## src/rtl/divider_pkg.sv

```systemverilog
// Shared widths, item-word field positions and payload typedefs for the pipelined signed divider.
package divider_pkg;
  localparam int unsigned DW             = 8;
  localparam int unsigned STAGES         = DW;
  localparam int unsigned TW             = 2 * DW;
  localparam int unsigned IW             = DW + 2;
  localparam int unsigned ITEM_DSOR_SIGN = 0;
  localparam int unsigned ITEM_DEND_SIGN = 1;
  localparam int unsigned ITEM_MAG_LSB   = 2;

  typedef logic [TW-1:0] temp_t;
  typedef logic [IW-1:0] item_t;
  typedef logic [DW-1:0] half_t;
endpackage

```

## src/rtl/divide_step_module.sv

```systemverilog
// One registered restoring shift-subtract iteration of the divider pipeline.
// Optional zero-divisor flag forwarding under DIVIDE_ZERO_DETECT_EN.
module divide_step_module
  import divider_pkg::*;
(
  input  logic  clk,
  input  logic  rst_n,
  input  logic  en,
  input  logic  valid_in,
  input  temp_t temp_in,
  input  item_t item_in,
`ifdef DIVIDE_ZERO_DETECT_EN
  input  logic  zero_in,
  output logic  zero_out,
`endif
  output logic  valid_out,
  output temp_t temp_out,
  output item_t item_out
);

  half_t       dsor;
  logic [DW:0] hi;
  half_t       lo;
  temp_t       temp_next;

  // Shift left by one, then subtract the divisor from the high half when it fits.
  always_comb begin
    dsor = item_in[ITEM_MAG_LSB +: DW];
    hi   = temp_in[TW-1:DW-1];
    lo   = {temp_in[DW-2:0], 1'b0};
    if (hi >= {1'b0, dsor}) begin
      hi    = hi - {1'b0, dsor};
      lo[0] = 1'b1;
    end
    temp_next = {hi[DW-1:0], lo};
  end

  always_ff @(posedge clk or negedge rst_n) begin
    if (!rst_n) begin
      valid_out <= 1'b0;
      temp_out  <= '0;
      item_out  <= '0;
`ifdef DIVIDE_ZERO_DETECT_EN
      zero_out  <= 1'b0;
`endif
    end else if (en) begin
      valid_out <= valid_in;
      temp_out  <= temp_next;
      item_out  <= item_in;
`ifdef DIVIDE_ZERO_DETECT_EN
      zero_out  <= zero_in;
`endif
    end
  end

endmodule

```

## src/rtl/divide_iterate_module.sv

```systemverilog
// Iteration pipeline of the 8-bit signed divider: DW shift-subtract stages plus a sign/output stage.
// DIVIDE_ZERO_DETECT_EN enables divide-by-zero detection and result forcing.
module divide_iterate_module
  import divider_pkg::*;
(
  input  logic          clk,
  input  logic          rst_n,
  input  logic          en,
  input  logic          in_valid,
  input  logic [TW-1:0] temp_in,
  input  logic [IW-1:0] item_in,
  output logic          out_valid,
  output logic [DW-1:0] quotient,
  output logic [DW-1:0] remainder,
  output logic          overflow,
  output logic          div_by_zero
);

  temp_t temp_s  [STAGES+1];
  item_t item_s  [STAGES+1];
  logic  valid_s [STAGES+1];
`ifdef DIVIDE_ZERO_DETECT_EN
  logic  zero_s  [STAGES+1];
  assign zero_s[0] = (item_in[ITEM_MAG_LSB +: DW] == '0);
`endif

  assign temp_s[0]  = temp_in;
  assign item_s[0]  = item_in;
  assign valid_s[0] = in_valid;

  for (genvar k = 0; k < STAGES; k++) begin : g_stage
    divide_step_module u_step (
      .clk       (clk),
      .rst_n     (rst_n),
      .en        (en),
      .valid_in  (valid_s[k]),
      .temp_in   (temp_s[k]),
      .item_in   (item_s[k]),
`ifdef DIVIDE_ZERO_DETECT_EN
      .zero_in   (zero_s[k]),
      .zero_out  (zero_s[k+1]),
`endif
      .valid_out (valid_s[k+1]),
      .temp_out  (temp_s[k+1]),
      .item_out  (item_s[k+1])
    );
  end

  half_t qm;
  half_t rm;
  logic  dend_neg;
  logic  quot_neg;

  always_comb begin
    qm       = temp_s[STAGES][DW-1:0];
    rm       = temp_s[STAGES][TW-1:DW];
    dend_neg = item_s[STAGES][ITEM_DEND_SIGN];
    quot_neg = item_s[STAGES][ITEM_DEND_SIGN] ^ item_s[STAGES][ITEM_DSOR_SIGN];
  end

  // Sign application; results hold across bubbles so the last answer stays readable.
  always_ff @(posedge clk or negedge rst_n) begin
    if (!rst_n) begin
      out_valid   <= 1'b0;
      quotient    <= '0;
      remainder   <= '0;
      overflow    <= 1'b0;
`ifdef DIVIDE_ZERO_DETECT_EN
      div_by_zero <= 1'b0;
`endif
    end else if (en) begin
      out_valid <= valid_s[STAGES];
      if (valid_s[STAGES]) begin
        quotient  <= quot_neg ? -qm : qm;
        remainder <= dend_neg ? -rm : rm;
        overflow  <= (qm == half_t'(1 << (DW - 1))) && !quot_neg;
`ifdef DIVIDE_ZERO_DETECT_EN
        div_by_zero <= zero_s[STAGES];
        if (zero_s[STAGES]) begin
          quotient <= '0;
          overflow <= 1'b0;
        end
`endif
      end
    end
  end

`ifndef DIVIDE_ZERO_DETECT_EN
  assign div_by_zero = 1'b0;
`endif

endmodule

```

## config.mk

```make
export PLATFORM = sky130hd
export DESIGN_NAME = divide_iterate_module
export DESIGN_NICKNAME = d
export VERILOG_FILES = /design/src/rtl/divider_pkg.sv /design/src/rtl/divide_step_module.sv /design/src/rtl/divide_iterate_module.sv
export SDC_FILE = /design/constraint.sdc
export NUM_CORES = 1
export LEC_CHECK = 0
export BUFFER_PORTS_ARGS = -buffer_cell sky130_fd_sc_hd__buf_2
export CELL_PAD_IN_SITES_DETAIL_PLACEMENT = 2
export CELL_PAD_IN_SITES_GLOBAL_PLACEMENT = 2
export CORE_ASPECT_RATIO = 0.6
export CORE_MARGIN = 10
export CORE_UTILIZATION = 45
export DETAILED_ROUTE_END_ITERATION = 8
export GPL_ROUTABILITY_DRIVEN = 0
export GPL_TIMING_DRIVEN = 1
export PLACE_DENSITY = 0.87
export SYNTH_ARGS = -nofsm -noshare
export SYNTH_HDL_FRONTEND = slang
export SYNTH_HIERARCHICAL = 1
export SYNTH_SLANG_ARGS = --single-unit
```

## constraint.sdc

```tcl
create_clock -name clk -period 5.4 [get_ports clk]
set_input_delay 1.08 -clock clk [delete_from_list [all_inputs] [get_ports clk]]
set_output_delay 1.08 -clock clk [all_outputs]
set_load 0.02 [all_outputs]
```

==> results by group, run 1 <==
Logic synthesis
  • Synth Net Count: 1313
  • Syn_area_per_cell: 10.5 um^2
  • Yosys warning count: 6
  • Post-Syn Instances: about 1200
  • Mapped Area: 0.0127 mm^2

Pwr
  • Psw: approximately 4 mW
  • Sw frac: 0.448
  • PD cells: 642 mW/mm^2
  • Clock Power Share: 0.185
  • Final Power: 8.98 mW
  • VDD IR max: 272 uV
  • Flop pwr share: 0.325
  • Logic pwr share: 0.491
  • P_int: 4.96 mW
  • Leakage: 6.18 nW

Clocking
  • CTS sink count: 226
  • Clk root buf: clkbuf_16
  • Clock Tree Buf Depth: 3
  • Post-CTS Setup Bufs: 0
  • CTS Buf Count: 24
  • Post-CTS resize count: 0
  • H-tree lvl count: 1
  • Hold buffer count at CTS: 0
  • Worst-path clk slew: 0.06 ns
  • Worst skew pair latency: around 0.55 ns
  • CTS tree: built

Layout
  • Storage element area: 0.00566 mm^2
  • Fraction of layout cells with a size suffix above 1: 0.217
  • Fill cells: 2739
  • N_diodes: 0
  • Nets@finish: 1345
  • Area of the multi-input gates: roughly 0.0064 mm^2
  • Cell area after layout: 0.0140 mm^2
  • Layout area overhead: 10.0%
  • Utilization after layout: 0.505

Status
  • Status: complete, no violations

GRT
  • Met2 usage: 0.381
  • Grt met1 use: 0.324
  • Global Route Usage Sum: 0.237
  • Met3 Use GR: 0.0422
  • Number of global-route vias before repair: roughly 11000
  • Largest net degree at the start of global routing: 136
  • First-pass GRT wire length: 67100 um
  • Gr ovfl total: 0
  • Initial antenna violation count: 2
  • Most Used Layer, Global Route: met2

Floorplan
  • Initial cell density of the core: 0.459
  • I/O pins: 49
  • Core Footprint: 0.0277 mm^2
  • DIE WIDTH: roughly 240 um
  • Die ar.: 0.0356 mm^2
  • Die height: 150 um
  • Cell Rows: 47

Setup path
  • CP startpoint kind: flop
  • Reg2reg path depth: 7
  • Worst R2R Start: g_stage[4].u_step/item_out[8]
  • CP Cell Sequence: inv_1 > ha_1 > a21o_1 > a211oi_2 > o31ai_2 > o21ai_0 > o21ai_0
  • Reg-to-Reg End: g_stage[5].u_step/temp_out[0]
  • Crit path launch: g_stage[4].u_step/item_out[8]
  • Crit path to: g_stage[5].u_step/temp_out[0]
  • Crit-path max FO: 6
  • Crit path max-delay cell type: o21ai_0
  • CP endpoint kind: flop
  • Worst Setup Path Type: reg -> reg
  • Flop2flop setup slack: 2.73 ns
  • Critical Path RT: between 5 and 6 ns
  • CP dominant cell by count: o21ai_0
  • Worst EP arrival: approximately 3.1 ns
  • Delay of the slowest critical-path stage: approximately 0.48 ns

Detailed routing
  • Avg WL per Cell: 26.0 um
  • Drc violations: 0
  • Vias/cell: 6.11
  • Initial DRC count: 892
  • DRT Pass-1 Iters: 5
  • Final ANT Viol Nets: 0
  • DRT Wirelength: 42100 um
  • Via count: a little under 10000

Placement
  • Placed inst area: between 0.01 and 0.015 mm^2
  • Hpwl dp: approximately 29000 um
  • # port buffers: 47

STA
  • Final-report max-slew violation count: 0
  • RSZ-0062 raised after global routing: no
  • Final worst-path cycle share: 0.495
  • Tmin final: 2.67 ns
  • Worst-Margin Slew: about 0.99 ns
  • Final setup violation count: 0
  • Fmax: ~370 MHz
  • Max_slew headroom: 0.337
  • Final hold violations: 0
  • Hold slack: 0.481 ns
  • Setup TNS Final: 0 ns
  • Clock skew: 0.0122 ns

Hold path
  • Hold Path Class: reg -> reg

Run
  • Max-cap violation count: 0
worst max-delay path, delay by kind of cell (launching register included):
kind / cells / cell delay (ns)
flip-flops: 1 / 0.45
adder cells (fa/ha/maj): 1 / 0.38
buffers and inverters: 1 / 0.07
AO/OA/AOI/OAI: 5 / 1.62
layout make-up:
| type | instances | share of cell area |
|---|---|---|
| timing repair buffer | 55 | 0.0235 |
| tap | 367 | 0.0328 |
| sequential | 226 | 0.405 |
| multi-input combinational | 835 | 0.458 |
| clock buffer | 33 | 0.0519 |
| clock inverter | 6 | 0.00242 |
| inverter | 99 | 0.0266 |
metrics by stage:
stage,worst slack [ns],std cells
3_5_place_dp,2.49,1582
4_1_cts,2.75,1621
6_report,2.73,1621
2_1_floorplan,2.78,1209
3_3_place_gp,2.54,1582
5_1_grt,2.61,1621
how the worst min path moves through the flow:
stage | startpoint | end | slack (ns) | depth (start not counted)
6_report | remainder[2] | remainder[2] | 0.48 | 2
5_1_grt | g_stage[4].u_step/item_out[1] | g_stage[4].u_step/item_out[1] | 0.51 | 1
4_1_cts | remainder[2] | remainder[2] | 0.49 | 2
3_5_place_dp | remainder[2] | remainder[2] | 0.47 | 2
3_3_place_gp | remainder[0] | remainder[0] | 0.46 | 2
2_1_floorplan | g_stage[0].u_step/item_out[0] | g_stage[0].u_step/item_out[0] | 0.45 | 1
state kept, by name (all words and copies together), names as in the netlist:
| register | count |
|---|---|
| remainder | 8 |
| quotient | 8 |
| g_stage.u_step/item_out | 72 |
| overflow | 1 |
| g_stage.u_step/temp_out | 128 |
| out_valid | 1 |
| g_stage.u_step/valid_out | 8 |
routing by layer:
| metal | share of wire | wire, um |
|---|---|---|
| met1 | 0.46 | 19200 |
| met4 | 0.022 | 922 |
| met3 | 0.055 | 2340 |
| met2 | 0.47 | 19600 |
| met5 | 0 | 0 |
power groups by stage:
stage          Clock (mW)  Sequential (mW)  Combinational, mW
3_3_place_gp            0             2.84               3.77
6_report             1.66             2.91               4.41
4_1_cts              1.70             2.91               4.35
2_1_floorplan           0             2.70               3.06
3_5_place_dp            0             2.91               4.16
5_1_grt              1.76             2.98               4.83
placed cells by master (no fill, tap or decap), types with 12 or more instances in the layout:
master / n
nor2b_1: 17
o21ai_1: 17
o21ai_0: 63
nand3_1: 62
a21oi_1: 46
a21o_2: 12
buf_2: 45
ha_1: 66
mux2_1: 16
a31oi_1: 64
mux2_2: 120
inv_1: 99
nand2_1: 53
a21o_1: 12
nor2_1: 79
clkbuf_16: 25
xor2_1: 14
dfrtp_1: 226
xnor2_1: 18
nand2b_1: 28
o211ai_1: 14
Note: power is estimated with default switching activity, not from simulation.
==> run 2: changes to the inputs <==
Settings changed: CORE_UTILIZATION 45 to 38, PLACE_DENSITY 0.87 to 0.79.
Clock period 5.4 ns to 2.4 ns, I/O delays scaled along.
==> run 2 against run 1 <==
  * Routed wire length is 7.5% lower
  * Largest cell class unchanged
  * First-iteration DRC count down 43%
  * Via count is 2.7% lower
==> results by group, run 2 (synthesis results as in run 1) <==
STA
  • Final hold violations: 0 (unchanged)
  • Final setup violation count: 0 (unchanged)
  • Worst Setup Slack, final: 0.0570 ns (-2.67 ns)
  • Tmin final: 2.34 ns (-0.331 ns)
  • Clock skew: 0.0224 ns (+0.0102 ns)
  • Final-report max-slew violation count: 0 (unchanged)
  • Worst-Margin Slew: 0.645 ns (-0.349 ns)
  • RSZ-0062 raised after global routing: no
  • Hold slack: 0.158 ns (-0.324 ns)
  • Max_slew headroom: 0.570 (+0.233)
  • Fmax: 427 MHz (+14%)
  • Setup TNS Final: 0 ns (unchanged)
  • Final worst-path cycle share: 0.976 (+0.481)

Floorplan
  • DIE WIDTH: 256 um (+8.1%)
  • I/O pins: 49 (unchanged)
  • Cell Rows: 51 (+8.5%)
  • Die height: 162 um (+7.6%)
  • Die ar.: 0.0414 mm^2 (+16%)
  • Initial cell density of the core: 0.389 (-0.0698)
  • Core Footprint: 0.0327 mm^2 (+18%)

Clocking
  • Clk root buf: clkbuf_16
  • Worst-path clk slew: 0.06 ns (about the same)
  • H-tree lvl count: 1 (unchanged)
  • CTS Buf Count: 25 (+4.2%)
  • CTS sink count: 226 (unchanged)
  • CTS tree: built
  • Worst skew pair latency: 0.55 ns (about the same)
  • Clock Tree Buf Depth: 3 (unchanged)

Layout
  • Layout area overhead: 14.3%
  • Max FFs per register: 128 (unchanged)
  • Most flops, register: g_stage.u_step/temp_out
  • Highest-count cells in the layout ignoring fill and taps: dfrtp_1 (226), mux2_2 (120), inv_1 (99)
  • Utilization after layout: 0.444 (-0.0604)
  • Commonest non-fill, non-tap cell in the layout: dfrtp_1
  • N_diodes: 0 (unchanged)
  • Nets@finish: 1381 (+2.7%)
  • Biggest regs: g_stage.u_step/temp_out: 128 flops, g_stage.u_step/item_out: 72 flops
  • Fraction of layout cells with a size suffix above 1: 0.243 (+0.0259)

Detailed routing
  • Top Layer Used: met5
  • Final ANT Viol Nets: 0 (unchanged)
  • Drc violations: 0 (unchanged)
  • DRT Pass-1 Iters: 4 (-1)
  • Met3 WL: 1710 um (-27%)
  • Via count: 9632 (-2.7%)
  • Avg WL per Cell: 22.3 um (-14%)
  • Vias/cell: 5.53 (-9.5%)
  • DRT Wirelength: 38900 um (-7.5%)
  • Met1 wire length: 20000 um (+3.9%)
  • Initial DRC count: 512 (-43%)
  • Metal2 WL: 16900 um (-14%)

Setup path
  • Worst Setup Path Type: reg -> reg
  • Crit-path max FO: 8 (+2)
  • CP endpoint kind: flop
  • CP Cell Sequence: inv_1 > ha_1 > a21o_1 > a211oi_4 > o211a_4 > mux2_4 > a21oi_2
  • Crit path max-delay cell type: dfrtp_1
  • Delay of the slowest critical-path stage: 0.42 ns (-0.06 ns)
  • Critical Path RT: 2.86 ns (-2.92 ns)
  • Worst EP arrival: 2.81 ns (-0.25 ns)
  • CP startpoint kind: flop

Pwr
  • Leakage: 6.41 nW (+3.7%)
  • Clock Power Share: 0.193 (+0.008)
  • Final Power: 20.1 mW (+120%)
  • Logic pwr share: 0.487 (-0.004)
  • P_int: 11.5 mW (+130%)
  • Sw frac: 0.428 (-0.0195)
  • Psw: 8.62 mW (+110%)
  • Flop pwr share: 0.320 (-0.005)
  • VDD IR max: 550 uV (+100%)
  • PD cells: 1390 mW/mm^2 (+120%)

Hold path
  • Hold Path Class: in -> reg

GRT
  • Initial antenna violation count: 4 (+2)
  • Number of global-route vias before repair: 10800 (-2.1%)
  • First-pass GRT wire length: 63400 um (-5.6%)
  • Largest net degree at the start of global routing: 66 (-51%)
  • Global Route Usage Sum: 0.188 (-0.0486)
  • Gr ovfl total: 0 (unchanged)

Placement
  • Hpwl dp: 28500 um (-3.0%)
  • # port buffers: 47 (unchanged)
  • Post-Place Setup Slack: 0.0575 ns (-2.43 ns)

Status
  • Status: complete, no violations

Run
  • Max-cap violation count: 0 (unchanged)
==> run 2: cell types whose count changed in the layout (fill, tap and decap cells not counted), moves of 2 or more <==
cell / change
bufinv_16: +2
o31a_1: -6
clkbuf_8: -2
clkbuf_1: +4
buf_4: +26
buf_12: +8
o31a_2: +6
==> run 2: cell type report <==
type / count / area [um^2]
Clock inverter: 8 / 93.8
Sequential cell: 226 / 5660
Tap cell: 450 / 563
Inverter: 99 / 372
Multi-Input combinational cell: 835 / 6430
Timing Repair Buffer: 90 / 693
Fill cell: 3454 / 18200
Clock buffer: 35 / 713
==> run 2: worst paths after layout <==
kind / slack [ns] / from / cells after the start / to
max: 0.06 / g_stage[3].u_step/item_out[8] / 7 / g_stage[4].u_step/temp_out[9]
min reg2reg: 0.48 / g_stage[0].u_step/temp_out[5] / 1 / g_stage[0].u_step/temp_out[5]
max reg2reg: 0.06 / g_stage[3].u_step/item_out[8] / 7 / g_stage[4].u_step/temp_out[9]
min: 0.16 / temp_in[5] / 2 / g_stage[0].u_step/temp_out[6]
max in group asynchronous: 1.11 / rst_n / 3 / g_stage[3].u_step/item_out[8]
min in group asynchronous: 0.50 / rst_n / 2 / g_stage[0].u_step/item_out[3]
==> run 2: metal layers <==
metal | global-route usage | vias to the layer above
met4 | 0.0269 | 2
li1 | - | 4478
met2 | 0.290 | 121
met3 | 0.0317 | 24
met5 | 0 | -
met1 | 0.276 | 5007
==> run 2: per-stage QoR <==
stage	std cells	cell area (um^2)
2_1_floorplan	1209	12700
3_3_place_gp	1699	13700
3_5_place_dp	1699	13700
4_1_cts	1743	14500
5_1_grt	1743	14500
6_report	1743	14500
==> run 2: what timing repair did <==
action | in CTS | in global routing
setup buffers | 0 | 0
hold buffers | 1 | 0
hold endpoints to repair | 59 | 0
resized for setup | 0 | 10
setup endpoints to repair | 0 | 35
==> run 2: worst max-delay path, delay by kind of cell, from the launching register on <==
family	cells	cell delay (ns)
buf+inv	1	0.07
compound gates	4	1.05
mux	1	0.33
fa+ha+maj	1	0.38
flops	1	0.42
==> run 2: power by group through the flow <==
stage	logic (mW)	clock network, mW	registers (mW)
2_1_floorplan	6.88	0	6.07
3_3_place_gp	8.81	0	6.38
3_5_place_dp	9.45	0	6.47
4_1_cts	9.68	4.00	6.44
5_1_grt	10.9	4.17	6.63
6_report	9.80	3.90	6.44
==> run 3: changes to the inputs <==
Settings changed: SETUP_SLACK_MARGIN set to 0.5.
==> run 3 against run 2 <==
  * Hold slack worse by 0.0025 ns
  * Count of clock-buffer cells in the layout down 3
  * Largest power group unchanged
  * Register-to-register slack better by 0.02 ns
  * Fmax increased by 1.1%
  * Global-route usage rose by 5.9 points
  * Cell count rose by 5.7%
  * Critical endpoint is now g_stage[3].u_step/temp_out[14]
  * Cell area up 18%
  * Sequential share of layout area is 6.0 points lower
  * Utilization grew 8.2 points
  * Sequential power rose by 8.5%
  * Sequential cell count unchanged
  * Critical path depth is 1 higher
==> results by group, run 3 (synthesis results as in run 1) <==
Clocking
  • H-tree lvl count: 1 (unchanged)
  • CTS Buf Count: 24 (-4.0%)
  • CTS sink count: 226 (unchanged)
  • Worst-path clk slew: 0.08 ns (+0.02 ns)
  • Worst skew pair latency: 0.58 ns (+0.03 ns)
  • CTS tree: built
  • Clock Tree Buf Depth: 3 (unchanged)
  • Clk root buf: clkbuf_16

Setup path
  • Worst Setup Path Type: reg -> reg
  • Worst R2R Start: g_stage[2].u_step/item_out[8]
  • Crit-path max FO: 5 (-3)
  • Flop2flop setup slack: 0.08 ns (+0.02 ns)
  • CP endpoint kind: flop
  • Critical Path RT: 2.82 ns (-0.04 ns)
  • Reg2reg path depth: 8 (+1)
  • Worst EP arrival: 2.73 ns (-0.08 ns)
  • CP startpoint kind: flop
  • Reg-to-Reg End: g_stage[3].u_step/temp_out[14]

STA
  • Tmin final: 2.32 ns (-0.0246 ns)
  • Max_slew headroom: 0.607 (+0.0370)
  • Final-report max-slew violation count: 0 (unchanged)
  • Hold slack: 0.155 ns (-0.00252 ns)
  • Worst-Margin Slew: 0.588 ns (-0.0567 ns)
  • Clock skew: 0.0424 ns (+0.0200 ns)
  • RSZ-0062 raised after global routing: yes
  • Final setup violation count: 0 (unchanged)
  • Final hold violations: 0 (unchanged)
  • Setup TNS Final: 0 ns (unchanged)
  • Worst Setup Slack, final: 0.0816 ns (+0.0246 ns)
  • Fmax: 431 MHz (+1.1%)
  • Final worst-path cycle share: 0.966 (-0.0102)

Layout
  • Nets@finish: 1477 (+7.0%)
  • Cell area after layout: 0.0172 mm^2 (+18%)
  • Max FFs per register: 128 (unchanged)
  • Fraction of layout cells with a size suffix above 1: 0.463 (+0.220)
  • Commonest non-fill, non-tap cell in the layout: dfrtp_1
  • Layout area overhead: 35.4%
  • Fin cells: 1842 (+5.7%)
  • Most flops, register: g_stage.u_step/temp_out
  • Biggest regs: g_stage.u_step/temp_out: 128 flops, g_stage.u_step/item_out: 72 flops
  • Highest-count cells in the layout ignoring fill and taps: dfrtp_1 (209), mux2_2 (120), buf_4 (102)

Detailed routing
  • DRT Pass-1 Iters: 6 (+2)
  • DRT Wirelength: 63700 um (+64%)
  • Final ANT Viol Nets: 0 (unchanged)
  • Drc violations: 0 (unchanged)
  • Vias/cell: 6.33 (+15%)
  • Via count: 11700 (+21%)
  • Initial DRC count: 1182 (+130%)
  • Avg WL per Cell: 34.6 um (+55%)

GRT
  • Initial antenna violation count: 2 (-2)
  • Met3 Use GR: 0.0481 (+0.0163)
  • Gr ovfl total: 0 (unchanged)
  • Global Route Usage Sum: 0.247 (+0.0593)
  • Most Used Layer, Global Route: met2
  • Met2 usage: 0.404 (+0.114)
  • Largest net degree at the start of global routing: 61 (-7.6%)
  • Grt met1 use: 0.334 (+0.0575)
  • Number of global-route vias before repair: 12100 (+12%)
  • First-pass GRT wire length: 80200 um (+26%)

Floorplan
  • Initial cell density of the core: 0.389 (unchanged)
  • Die height: 162 um (unchanged)
  • Die ar.: 0.0414 mm^2 (unchanged)
  • Cell Rows: 51 (unchanged)
  • I/O pins: 49 (unchanged)
  • Core Footprint: 0.0327 mm^2 (unchanged)
  • DIE WIDTH: 256 um (unchanged)

Pwr
  • Leakage: 7.11 nW (+11%)
  • VDD IR max: 610 uV (+11%)
  • PD cells: 1660 mW/mm^2 (+20%)

Hold path
  • HP Start: temp_in[5]
  • Hold Path Class: in -> reg
  • Hold Path End: g_stage[0].u_step/temp_out[6]
  • Hold Crit Depth: 2 (unchanged)

Placement
  • Post-Place Setup Slack: 0.0780 ns (+0.0204 ns)
  • Hpwl dp: 29400 um (+3.4%)
  • # port buffers: 47 (unchanged)
  • Cell count after placement: 1692 (-0.41%)
  • Placed inst area: 0.0136 mm^2 (-0.21%)

Run
  • Max-cap violation count: 0 (unchanged)

Status
  • Status: complete, no violations
[run 3: worst max path at each step]
stage / from / slack [ns] / end / depth (start not counted)
floorplan: item_in[8] / 0.49 / g_stage[0].u_step/temp_out[9] / 7
global placement: g_stage[3].u_step/item_out[8] / 0.19 / g_stage[4].u_step/temp_out[9] / 7
detailed placement: g_stage[5].u_step/item_out[8] / 0.08 / g_stage[6].u_step/temp_out[0] / 8
CTS: g_stage[1].u_step/temp_out[7] / 0.36 / g_stage[2].u_step/temp_out[14] / 8
global route: g_stage[2].u_step/item_out[8] / 0.04 / g_stage[3].u_step/temp_out[14] / 8
finish: g_stage[2].u_step/item_out[8] / 0.08 / g_stage[3].u_step/temp_out[14] / 8
[run 3: report_power, final]
group	switching, mW	internal (mW)	total (mW)
clock	1.85	2.65	4.51
combinational	9.77	7.26	17.0
sequential	1.83	5.16	6.99
[run 3: per-stage QoR]
step,utilization,total power [mW]
after floorplan,-,13.0
after global placement,0.418,15.3
after detailed placement,0.418,16.1
after CTS,0.492,23.3
after global routing,0.526,29.4
final,0.526,28.5
[run 3: cell type report]
| cell class | count | area [um^2] |
|---|---|---|
| diodes | 2 | 5.00 |
| clock buffers | 32 | 681 |
| clock inverters | 11 | 224 |
| fillers | 3166 | 15500 |
| inverters | 99 | 372 |
| multi-input cells | 838 | 8180 |
| flip-flops and latches | 226 | 5680 |
| well taps | 450 | 563 |
| repair buffers | 184 | 1500 |
[run 3: critical path: stages (launching register included)]
cell	delay (ns)
dfrtp_1	0.43
inv_2	0.09
ha_4	0.20
a21o_1	0.21
a211oi_4	0.43
o31ai_4	0.23
buf_4	0.20
o211ai_1	0.19
a31oi_1	0.16
[run 3: repair_timing]
| action | 4_1_cts | 5_1_grt |
|---|---|---|
| gates resized for setup | 219 | 167 |
| setup endpoints to repair | 63 | 63 |
| gates cloned | 4 | 1 |
| hold endpoints to repair | 56 | 0 |
| hold buffers | 1 | 0 |
| buffers inserted | 58 | 41 |
| pin swaps | 77 | 99 |
[run 3: per-layer routing]
metal | wire [um] | share of wire
met3 | 4730 | 0.074
met1 | 26800 | 0.42
met5 | 0 | 0
met4 | 3020 | 0.047
met2 | 29100 | 0.46
